$ cat src/rtl/port_pkg.sv
// port_pkg: shared definitions for the switch-port read/write frontends.
//   DEPTH/AW        default FIFO depth and pointer width
//   hw_t            16-bit half-word
//   fifo_entry_t    buffered half-word plus its end-of-packet flag
//   LEN_MSB/LEN_LSB header length field position inside the first half-word
//   rd_state_t      egress FSM states
package port_pkg;
  localparam int DEPTH        = 64;
  localparam int AW           = 6;
  localparam int PAUSE_MARGIN = 2;
  localparam int LEN_MSB      = 15;
  localparam int LEN_LSB      = 7;

  typedef logic [15:0] hw_t;

  typedef struct packed {
    logic eop;
    hw_t  data;
  } fifo_entry_t;

  typedef enum logic [1:0] {IDLE, SOP, DATA, EOP} rd_state_t;
endpackage

$ cat src/rtl/port_rd_fifo.sv
// port_rd_fifo: synchronous FIFO of fifo_entry_t with show-ahead head.
//   clk, rst_n   clock, async active-low reset (pointers/count only)
//   push, din    write request; ignored while full
//   pop, dout    read request; ignored while empty; dout is the current head
//   count        occupancy 0..DEPTH
//   full, empty  occupancy flags
module port_rd_fifo
  import port_pkg::*;
#(
  parameter int DEPTH = port_pkg::DEPTH,
  parameter int AW    = port_pkg::AW
) (
  input  logic        clk,
  input  logic        rst_n,
  input  logic        push,
  input  fifo_entry_t din,
  input  logic        pop,
  output fifo_entry_t dout,
  output logic [AW:0] count,
  output logic        full,
  output logic        empty
);
  fifo_entry_t       mem [DEPTH];
  logic [AW-1:0]     wr_ptr, rd_ptr;
  logic              push_ok, pop_ok;

  assign full    = count == (AW+1)'(DEPTH);
  assign empty   = count == '0;
  assign push_ok = push & ~full;
  assign pop_ok  = pop & ~empty;
  assign dout    = mem[rd_ptr];

  // Storage is not reset: a reset only needs to forget the contents.
  always_ff @(posedge clk)
    if (push_ok) mem[wr_ptr] <= din;

  always_ff @(posedge clk or negedge rst_n) begin
    if (!rst_n) begin
      wr_ptr <= '0;
      rd_ptr <= '0;
      count  <= '0;
    end else begin
      if (push_ok) wr_ptr <= wr_ptr + 1'b1;   // wraps naturally
      if (pop_ok)  rd_ptr <= rd_ptr + 1'b1;
      case ({push_ok, pop_ok})
        2'b10:   count <= count + 1'b1;
        2'b01:   count <= count - 1'b1;
        default: count <= count;
      endcase
    end
  end
endmodule

$ cat src/rtl/port_rd_frontend.sv
// port_rd_frontend: egress frontend of one switch port.
// Buffers half-words from the SRAM backend and replays each packet as
// rd_sop -> rd_vld/rd_data beats -> rd_eop, checking the header length.
//   clk, rst_n                 clock, async active-low reset
//   xfer_data_vld/xfer_data    backend push, end_of_packet marks the last half-word
//   xfer_pause                 registered backpressure to the backend
//   ready                      external side can take a new packet (sampled in IDLE)
//   rd_sop/rd_vld/rd_data/rd_eop  outgoing packet
//   packet_amount              complete packets buffered
//   len_err                    pulse with rd_eop when beat count != header length
//   overflow                   sticky, push seen while full
// Build option: CUT_THROUGH_EN starts a packet on its first buffered half-word
// instead of waiting for the whole packet.
module port_rd_frontend
  import port_pkg::*;
#(
  parameter int DEPTH        = port_pkg::DEPTH,
  parameter int AW           = port_pkg::AW,
  parameter int PAUSE_MARGIN = port_pkg::PAUSE_MARGIN
) (
  input  logic        clk,
  input  logic        rst_n,
  input  logic        xfer_data_vld,
  input  logic [15:0] xfer_data,
  input  logic        end_of_packet,
  output logic        xfer_pause,
  input  logic        ready,
  output logic        rd_sop,
  output logic        rd_vld,
  output logic [15:0] rd_data,
  output logic        rd_eop,
  output logic [6:0]  packet_amount,
  output logic        len_err,
  output logic        overflow
);
  localparam logic [AW:0] DEPTH_C  = (AW+1)'(DEPTH);
  localparam logic [AW:0] MARGIN_C = (AW+1)'(PAUSE_MARGIN);

  rd_state_t   state;
  fifo_entry_t head;
  logic [AW:0] count;
  logic        full, empty, pop, start_ok;
  logic        push_eop, pop_eop, mismatch, err_q;
  logic [8:0]  beat_cnt, cnt_next, hdr_len, hdr_now;

  port_rd_fifo #(.DEPTH(DEPTH), .AW(AW)) u_fifo (
    .clk   (clk),
    .rst_n (rst_n),
    .push  (xfer_data_vld),
    .din   ({end_of_packet, xfer_data}),
    .pop   (pop),
    .dout  (head),
    .count (count),
    .full  (full),
    .empty (empty)
  );

`ifdef CUT_THROUGH_EN
  assign start_ok = ~empty;
`else
  assign start_ok = packet_amount != '0;
`endif

  assign pop      = ((state == SOP) || (state == DATA)) && !empty;
  assign push_eop = xfer_data_vld & end_of_packet & ~full;
  assign pop_eop  = pop & head.eop;
  assign cnt_next = beat_cnt + 9'd1;
  // The first pop carries the header, so compare against it directly
  // (covers single-beat packets whose header is also the eop entry).
  assign hdr_now  = (beat_cnt == '0) ? head.data[LEN_MSB:LEN_LSB] : hdr_len;
  assign mismatch = cnt_next != hdr_now;

  always_ff @(posedge clk or negedge rst_n) begin
    if (!rst_n) begin
      state         <= IDLE;
      rd_sop        <= 1'b0;
      rd_vld        <= 1'b0;
      rd_data       <= '0;
      rd_eop        <= 1'b0;
      len_err       <= 1'b0;
      err_q         <= 1'b0;
      overflow      <= 1'b0;
      xfer_pause    <= 1'b0;
      packet_amount <= '0;
      beat_cnt      <= '0;
      hdr_len       <= '0;
    end else begin
      rd_sop     <= 1'b0;
      rd_eop     <= 1'b0;
      len_err    <= 1'b0;
      rd_vld     <= pop;
      overflow   <= overflow | (xfer_data_vld & full);
      xfer_pause <= (DEPTH_C - count) <= MARGIN_C;

      case ({push_eop, pop_eop})
        2'b10:   packet_amount <= packet_amount + 7'd1;
        2'b01:   packet_amount <= packet_amount - 7'd1;
        default: packet_amount <= packet_amount;
      endcase

      if (pop) begin
        rd_data  <= head.data;
        beat_cnt <= cnt_next;
        if (beat_cnt == '0) hdr_len <= head.data[LEN_MSB:LEN_LSB];
        if (head.eop)       err_q   <= mismatch;
      end

      case (state)
        IDLE: begin
          beat_cnt <= '0;
          if (ready && start_ok) begin
            state  <= SOP;
            rd_sop <= 1'b1;
          end
        end
        SOP, DATA: state <= pop_eop ? EOP : DATA;
        EOP: begin
          rd_eop  <= 1'b1;
          len_err <= err_q;
          state   <= IDLE;
        end
        default: state <= IDLE;
      endcase
    end
  end
endmodule

$ cat config.mk
export PLATFORM = sky130hd
export DESIGN_NAME = port_rd_frontend
export DESIGN_NICKNAME = d
export VERILOG_FILES = /design/src/rtl/port_pkg.sv /design/src/rtl/port_rd_fifo.sv /design/src/rtl/port_rd_frontend.sv
export SDC_FILE = /design/constraint.sdc
export NUM_CORES = 1
export LEC_CHECK = 0
export ABC_CLOCK_PERIOD_IN_PS = 3700
export CAP_MARGIN = 5
export CORE_ASPECT_RATIO = 1.4
export CORE_MARGIN = 1.5
export CORE_UTILIZATION = 50
export DETAILED_ROUTE_END_ITERATION = 8
export PLACE_DENSITY_LB_ADDON = 0.15
export SLEW_MARGIN = 40
export SYNTH_ARGS = -nofsm -noshare
export SYNTH_HDL_FRONTEND = slang
export SYNTH_SLANG_ARGS = --single-unit
$ cat constraint.sdc
create_clock -name clk -period 3.7 [get_ports clk]
set_input_delay 0.555 -clock clk [delete_from_list [all_inputs] [get_ports clk]]
set_output_delay 0.555 -clock clk [all_outputs]
set_load 0.03 [all_outputs]
==> flow_summary.toml, run 1 <==
[power_and_ir_drop]
ir_drop_uv = 482
p_clk_frac = 0.263
p_sw_mw = 13.4
pwr-share-seq = 0.383
power.leakage_nw = 17.0
powerDensity_nw_per_um2 = 785
combPwrFrac = 0.354
internal_power_mw = 27.5
finalPower_mw = 40.9
switching_share = 0.328

[setup_path]
r2r-start = "u_fifo.rd_ptr[3]"
regToRegEndpoint = "err_q"
r2r_slack_ns = 0.07
path_max_fanout = 15
reg2reg_depth = 10
end_kind = "flip-flop"
cp.arrival_ns = 4.21
required_ns = 4.28
timing_worst_setup_path_type = "flip-flop to flip-flop"
start_kind = "flip-flop"

[sta]
period_minus_slack_ns = 3.63
fin_crit_sh = 0.981
max_freq_ghz = 0.276
drv_slew = 0
hold_viol_final = 0
fin_skew_ns = 0.0197
max_slew_margin = 0.431
setup_viol = 0
tightest_slew_ns = 0.842

[floorplan]
die_x_um = 258
io_pins = 50
num_rows = 130
die_y_um = 359
fp.dieArea_um2 = 92600
coreArea_um2 = 89800
start_util = 0.505

[cells_and_area]
syn2layout_area_growth_pct = 14.8
final_layout_size_suffix_gt1_frac = 0.288
fin_area_um2 = 52100
nNetsFinal = 2485

[synth]
ys_seq_area_frac = 0.758
synthCells = 2201
yosysTopAreaCellShare = 0.720
synth_most_common_cell = "edfxtp_1"
synthTopCellsByCount = "edfxtp_1 (1088), mux4_2 (267), nand2_1 (101)"
yosys.area.top_type = "edfxtp_1"
synth.distinct_cells = 74
synth_edf_count = 1088
syn_area_um2 = 45400
ys_warn_count = 0
synth_seq_cells = 1157
synth_ff_type = "edfxtp_1"
netlist_top_cells_area = "edfxtp_1 (72%), mux4_2 (13%), dfrtp_1 (3.8%), mux2i_1 (1.9%), nand2_1 (0.84%)"
synth_nets = 2244
synthArstFlopShare = 0.0596
avgSynthCellArea_um2 = 20.6

[clock_tree]
clk_pin_slew_ns = 0.07
tritoncts.num_buffers = 107
cts_tree = "yes"
cts.sinks = 1157
worst_skew_pair.late_latency_ns = 0.70
cts_max_level = 3
clockRootBuffer = "clkbuf_16"
cts_buffer_depth = 3

[global_routing]
grt_pass1_wl_um = 167000
grtUsageMet1 = 0.343
grt_usage = 0.255
top_usage_layer = "met2"
grt-ovfl-total = 0
grt_pass1_vias = 23400
grt_max_degree = 70
use_met3 = 0.0289
antenna_found_initial = 2
met2_usage = 0.437

[placement]
gp_congestion = 0.840
place.port_buffers = 49
dpl.hpwl_um = 68900
place_area_um2 = 48400

[routing]
viasPerCell = 6.16
firstDrtPassIters = 5
post_drt_wl_per_cell_um = 31.5
num_vias = 22900
finalWirelength_um = 117000
antenna_left = 0
drcViolationCount = 0
drt-initial-drc-count = 2361

[outcome]
outcome = "completed"

[hold_path]
hold_depth = 1
hold_start = "end_of_packet"
hold_end = "u_fifo.mem[32][16]"
hold_path_class = "primary input to flip-flop"

[run]
drv_cap = 0
[power by group through the flow]
stage / clock (mW) / sequential (mW) / combinational [mW]
floorplan: 0 / 15.9 / 8.45
global placement: 0 / 15.9 / 13.9
detailed placement: 0 / 16.0 / 14.1
CTS: 10.9 / 15.7 / 14.3
global route: 11.4 / 15.7 / 15.3
finish: 10.7 / 15.7 / 14.5
[flip-flops by register name, summed over array words and instances, names as in the netlist]
register / cells
rd_sop: 1
rd_vld: 1
u_fifo.rd_ptr: 6
u_fifo.wr_ptr: 6
len_err: 1
rd_data: 16
xfer_pause: 1
state: 2
u_fifo.mem: 1088
packet_amount: 7
beat_cnt: 9
hdr_len: 9
overflow: 1
rd_eop: 1
u_fifo.count: 7
err_q: 1
[critical path, stage by stage, from the launching register on]
cell and delay [ns]:
dfrtp_4 0.61, buf_12 0.19, buf_4 0.22, nor2b_2 0.43, buf_4 0.26, a22oi_1 0.15
a221o_1 0.42, a32oi_1 0.33, nand4_1 0.14, a2111o_1 0.37, o32a_1 0.35
[through the flow]
| stage | worst slack, ns | utilization | setup TNS (ns) | hold WS, ns | cells |
|---|---|---|---|---|---|
| 2_1_floorplan | 0.0210 | - | 0 | 0.259 | 2201 |
| 3_3_place_gp | -0.257 | 0.538 | -0.571 | 0.461 | 3513 |
| 3_5_place_dp | -0.351 | 0.539 | -0.803 | 0.461 | 3514 |
| 4_1_cts | -0.00599 | 0.578 | -0.00599 | 0.225 | 3717 |
| 5_1_grt | -0.0438 | 0.580 | -0.0604 | 0.250 | 3719 |
| 6_report | 0.0720 | 0.580 | 0 | 0.261 | 3721 |
[cells by family (layout without fill, tap and decap cells)]
group | Yosys count | in the layout | share of synthesized area
buffers and inverters | 145 | 475 | 0.0161
flip-flops | 1157 | 1157 | 0.758
XOR/XNOR | 36 | 36 | 0.00695
other | 0 | 2 | 0
AO/OA/AOI/OAI | 203 | 203 | 0.0318
adder cells (fa/ha/maj) | 22 | 22 | 0.00640
AND/OR/NAND/NOR | 280 | 280 | 0.0276
multiplexers | 358 | 358 | 0.153
[area by class of cell]
type,count,area (µm²)
fillers,6601,37700
well taps,1188,1490
inverters,27,101
flip-flops and latches,1157,34400
repair buffers,250,2200
clock inverters,52,474
multi-input cells,899,10500
diodes,2,5.00
clock buffers,146,2910
[routing by layer]
| layer | vias up | wire length [µm] |
|---|---|---|
| li1 | 9527 | - |
| met1 | 12300 | 45900 |
| met2 | 914 | 60700 |
| met3 | 171 | 7030 |
| met4 | 0 | 3580 |
| met5 | - | 0 |
[placed cells by master (no fill, tap or decap), drive strengths merged, types with 5 or more instances in the layout]
master         Yosys  layout
clkbuf            37     147
a211oi             8       8
inv               26      30
o221ai            24      24
a22oi             27      27
nor2b             11      11
and2              13      13
mux4             267     267
clkdlybuf4s50      0      31
clkinv             1      36
nand4              5       5
o21ai             43      43
nor2             101     101
ha                20      20
buf               81     216
nand3             13      13
o22ai              6       6
mux2i             85      85
and3               7       7
nand2            101     101
o22a               8       8
nor3               6       6
xor2              17      17
clkinvlp           0       5
edfxtp          1088    1088
a31oi              5       5
nand3b             8       8
dfrtp             69      69
bufinv             0       8
a221oi             5       5
mux2               6       6
xnor2             19      19
a21oi             33      33
[timing repair]
action	4_1_cts	5_1_grt
resized for setup	15	40
gates cloned	1	1
endpoints found under the hold margin	69	0
pin swaps	2	7
setup buffers	3	1
endpoints found under the setup margin	7	4
hold buffers	1	0
[how the worst max path moves through the flow]
stage / start / end / slack [ns] / cells after the start
2_1_floorplan: u_fifo.rd_ptr[0] / packet_amount[6] / 0.02 / 16
3_3_place_gp: u_fifo.rd_ptr[0] / err_q / -0.26 / 10
3_5_place_dp: u_fifo.rd_ptr[0] / err_q / -0.35 / 10
4_1_cts: u_fifo.rd_ptr[0] / err_q / -0.006 / 11
5_1_grt: u_fifo.rd_ptr[0] / packet_amount[5] / -0.04 / 14
6_report: u_fifo.rd_ptr[3] / err_q / 0.07 / 10
No activity file was read; power rests on OpenSTA's default activity.
==> run 2: changes to the inputs <==
--- a/config.mk
+++ b/config.mk
@@ -15,4 +15,5 @@
 export SLEW_MARGIN = 40
 export SYNTH_ARGS = -nofsm -noshare
 export SYNTH_HDL_FRONTEND = slang
+export SYNTH_HIERARCHICAL = 1
 export SYNTH_SLANG_ARGS = --single-unit
==> run 2 against run 1 <==
Net effect: the flow now finishes with violations (negative setup slack); maximum frequency shrank 3.1%; total power is 2.4% higher; synthesized cell count up 7.4%; core utilization rose by 0.46 points; sequential power is essentially flat; global-route usage barely moved; setup slack lost 0.12 ns; sequential cell count stayed put; highest routed layer unchanged.
==> flow_summary.toml, run 2 <==
[run]
drv_cap = 0

[sta]
period_minus_slack_ns = 3.74
max_slew_margin = 0.404
rsz0062_at_grt = "true"
hold_viol_final = 0
drv_slew = 0
setup_viol = 2
layout_setup_ws_ns = -0.0442
timing.setup.tns_ns = -0.0731
fin_skew_ns = 0.0341
whs_ns = 0.303
max_freq_ghz = 0.267
fin_crit_sh = 1.01
tightest_slew_ns = 0.872

[routing]
finalWirelength_um = 117000
dr.max_layer_used = "met4"
viasPerCell = 6.07
num_vias = 23800
drcViolationCount = 0
post_drt_wl_per_cell_um = 30.0
met1_length_um = 45800
dr_wl_met2_um = 60400
drt-initial-drc-count = 2298
antenna_left = 0
firstDrtPassIters = 7
wl_met3_um = 6590

[power_and_ir_drop]
internal_power_mw = 27.9
pwr-share-seq = 0.375
p_clk_frac = 0.266
powerDensity_nw_per_um2 = 789
power.leakage_nw = 17.7
switching_share = 0.333
p_sw_mw = 13.9
ir_drop_uv = 474
combPwrFrac = 0.359

[clock_tree]
tritoncts.num_buffers = 106
worst_skew_pair.late_latency_ns = 0.70
clk_pin_slew_ns = 0.07
cts_max_level = 3
cts_tree = "yes"
clockRootBuffer = "clkbuf_16"
cts_buffer_depth = 3
cts.sinks = 1157

[global_routing]
grt_pass1_wl_um = 172000
grt-ovfl-total = 0
grt_max_degree = 70
antenna_found_initial = 0
grt_usage = 0.256
grt_pass1_vias = 24700

[setup_path]
path_max_fanout = 7
timing_worst_setup_path_type = "flip-flop to flip-flop"
end_kind = "flip-flop"
start_kind = "flip-flop"
cp.arrival_ns = 4.35
required_ns = 4.31

[placement]
place_area_um2 = 49100
gp_congestion = 0.965
dpl.hpwl_um = 73900
place.port_buffers = 49
place_ws_ns = -0.484

[synth]
netlist_top_cells_area = "edfxtp_1 (71%), mux4_2 (10%), dfrtp_1 (3.8%), mux2i_1 (3.0%), nor2_1 (1.4%)"
yosysTopAreaCellShare = 0.714
ys_seq_area_frac = 0.752
synth_nets = 2402
syn_area_um2 = 45700
synth.distinct_cells = 72
synthCells = 2363
synth_ff_type = "edfxtp_1"
synth_edf_count = 1088
synth_seq_cells = 1157
ys_warn_count = 6
avgSynthCellArea_um2 = 19.4
yosys.area.top_type = "edfxtp_1"
synthArstFlopShare = 0.0596
synthTopCellsByCount = "edfxtp_1 (1088), mux4_2 (209), nor2_1 (171)"
synth_most_common_cell = "edfxtp_1"

[outcome]
outcome = "complete, but fails checks"
violations = "negative setup slack"

[cells_and_area]
syn2layout_area_growth_pct = 16.1
final.fill_count = 6692
regArea_um2 = 34400
fin_util = 0.585
fin_area_um2 = 53100
layout_common_cells = "edfxtp_1 (1088), mux4_2 (209), buf_4 (201)"
final_layout_size_suffix_gt1_frac = 0.264
reg_top3 = "u_fifo/mem x1088, rd_data x16"
largest_reg_flops = 1088
multi_input_area_um2 = 10700
largest_register = "u_fifo/mem"
nNetsFinal = 2672
final_common_cell = "edfxtp_1"

[floorplan]
coreArea_um2 = 90800
num_rows = 131
start_util = 0.504
io_pins = 50
die_y_um = 361
fp.dieArea_um2 = 93300
die_x_um = 259

[hold_path]
hold_path_class = "primary input to flip-flop"
run 2: cell types whose count changed after synthesis, sizes merged, moves of 12 or more:
cell / before / now
a2111oi: 1 / 15
a211o: 4 / 27
a21oi: 33 / 19
a22oi: 27 / 12
mux2: 6 / 45
mux2i: 85 / 137
mux4: 267 / 209
nand3: 13 / 27
nor2: 101 / 172
nor3: 6 / 18
o21ai: 43 / 12
o221ai: 24 / 11
o22ai: 6 / 52
run 2: what timing repair did:
action	in CTS	in global routing
endpoints found under the setup margin	7	5
gates resized for setup	30	21
gates cloned	3	3
hold endpoints to repair	69	0
buffers inserted	4	3
pin swaps	6	6
hold buffers	1	0
run 2: final timing paths:
kind                                       start                end  slack (ns)  depth (start not counted)
worst max-delay path            u_fifo/rd_ptr[0]   packet_amount[6]       -0.04                         16
worst min-delay path                xfer_data[8]  u_fifo/mem[17][8]        0.30                          1
worst max register to register  u_fifo/rd_ptr[0]   packet_amount[6]       -0.04                         16
worst min register to register          overflow           overflow        0.47                          1
max in group asynchronous                  rst_n   u_fifo/rd_ptr[2]        2.67                          2
min in group asynchronous                  rst_n        rd_data[13]        0.49                          2
run 2: layer usage:
metal,up-vias,track usage
met4,0,0.0976
met2,810,0.436
met1,12700,0.332
li1,10100,-
met5,-,0
met3,194,0.0382
run 2: critical path, cell delays in order, from the launching register on:
cell and delay, ns:
dfrtp_4 0.51, buf_12 0.15, mux4_2 0.48, mux2_4 0.29
a221oi_4 0.30, nor4_4 0.12, nand2_2 0.10, inv_2 0.05
ha_4 0.15, xor2_1 0.15, ha_2 0.20, nor3b_2 0.17
o21ai_1 0.09, or3_1 0.30, a211o_1 0.28, a21oi_2 0.14
xor2_1 0.15
run 2: power by group through the flow:
stage	sequential, mW	clock [mW]	combinational [mW]
CTS	15.7	11.3	14.8
floorplan	16.0	0	8.63
global route	15.8	11.8	15.9
finish	15.7	11.1	15.0
global placement	15.9	0	14.2
detailed placement	16.0	0	14.3
run 2: cells by family after synthesis:
group	synth area share
DFF	0.752
muxes	0.144
and+or+nand+nor	0.0384
AOI/OAI and AO/OA	0.0346
buffers and inverters	0.0175
xor gates and xnor gates	0.00823
adders and majority gates	0.00509
run 2: area by class of cell:
class,count,area share
well taps,1197,0.0282
flip-flops and latches,1157,0.648
diodes,1,0.0000471
inverters,24,0.00170
multi-input cells,1056,0.202
clock inverters,76,0.0150
clock buffers,119,0.0513
repair buffers,288,0.0534
run 2: through the flow:
step	std cells	power [mW]
final	3918	41.9
after global routing	3917	43.4
after CTS	3911	41.8
after detailed placement	3709	30.3
after global placement	3709	30.1
after floorplan	2363	24.6
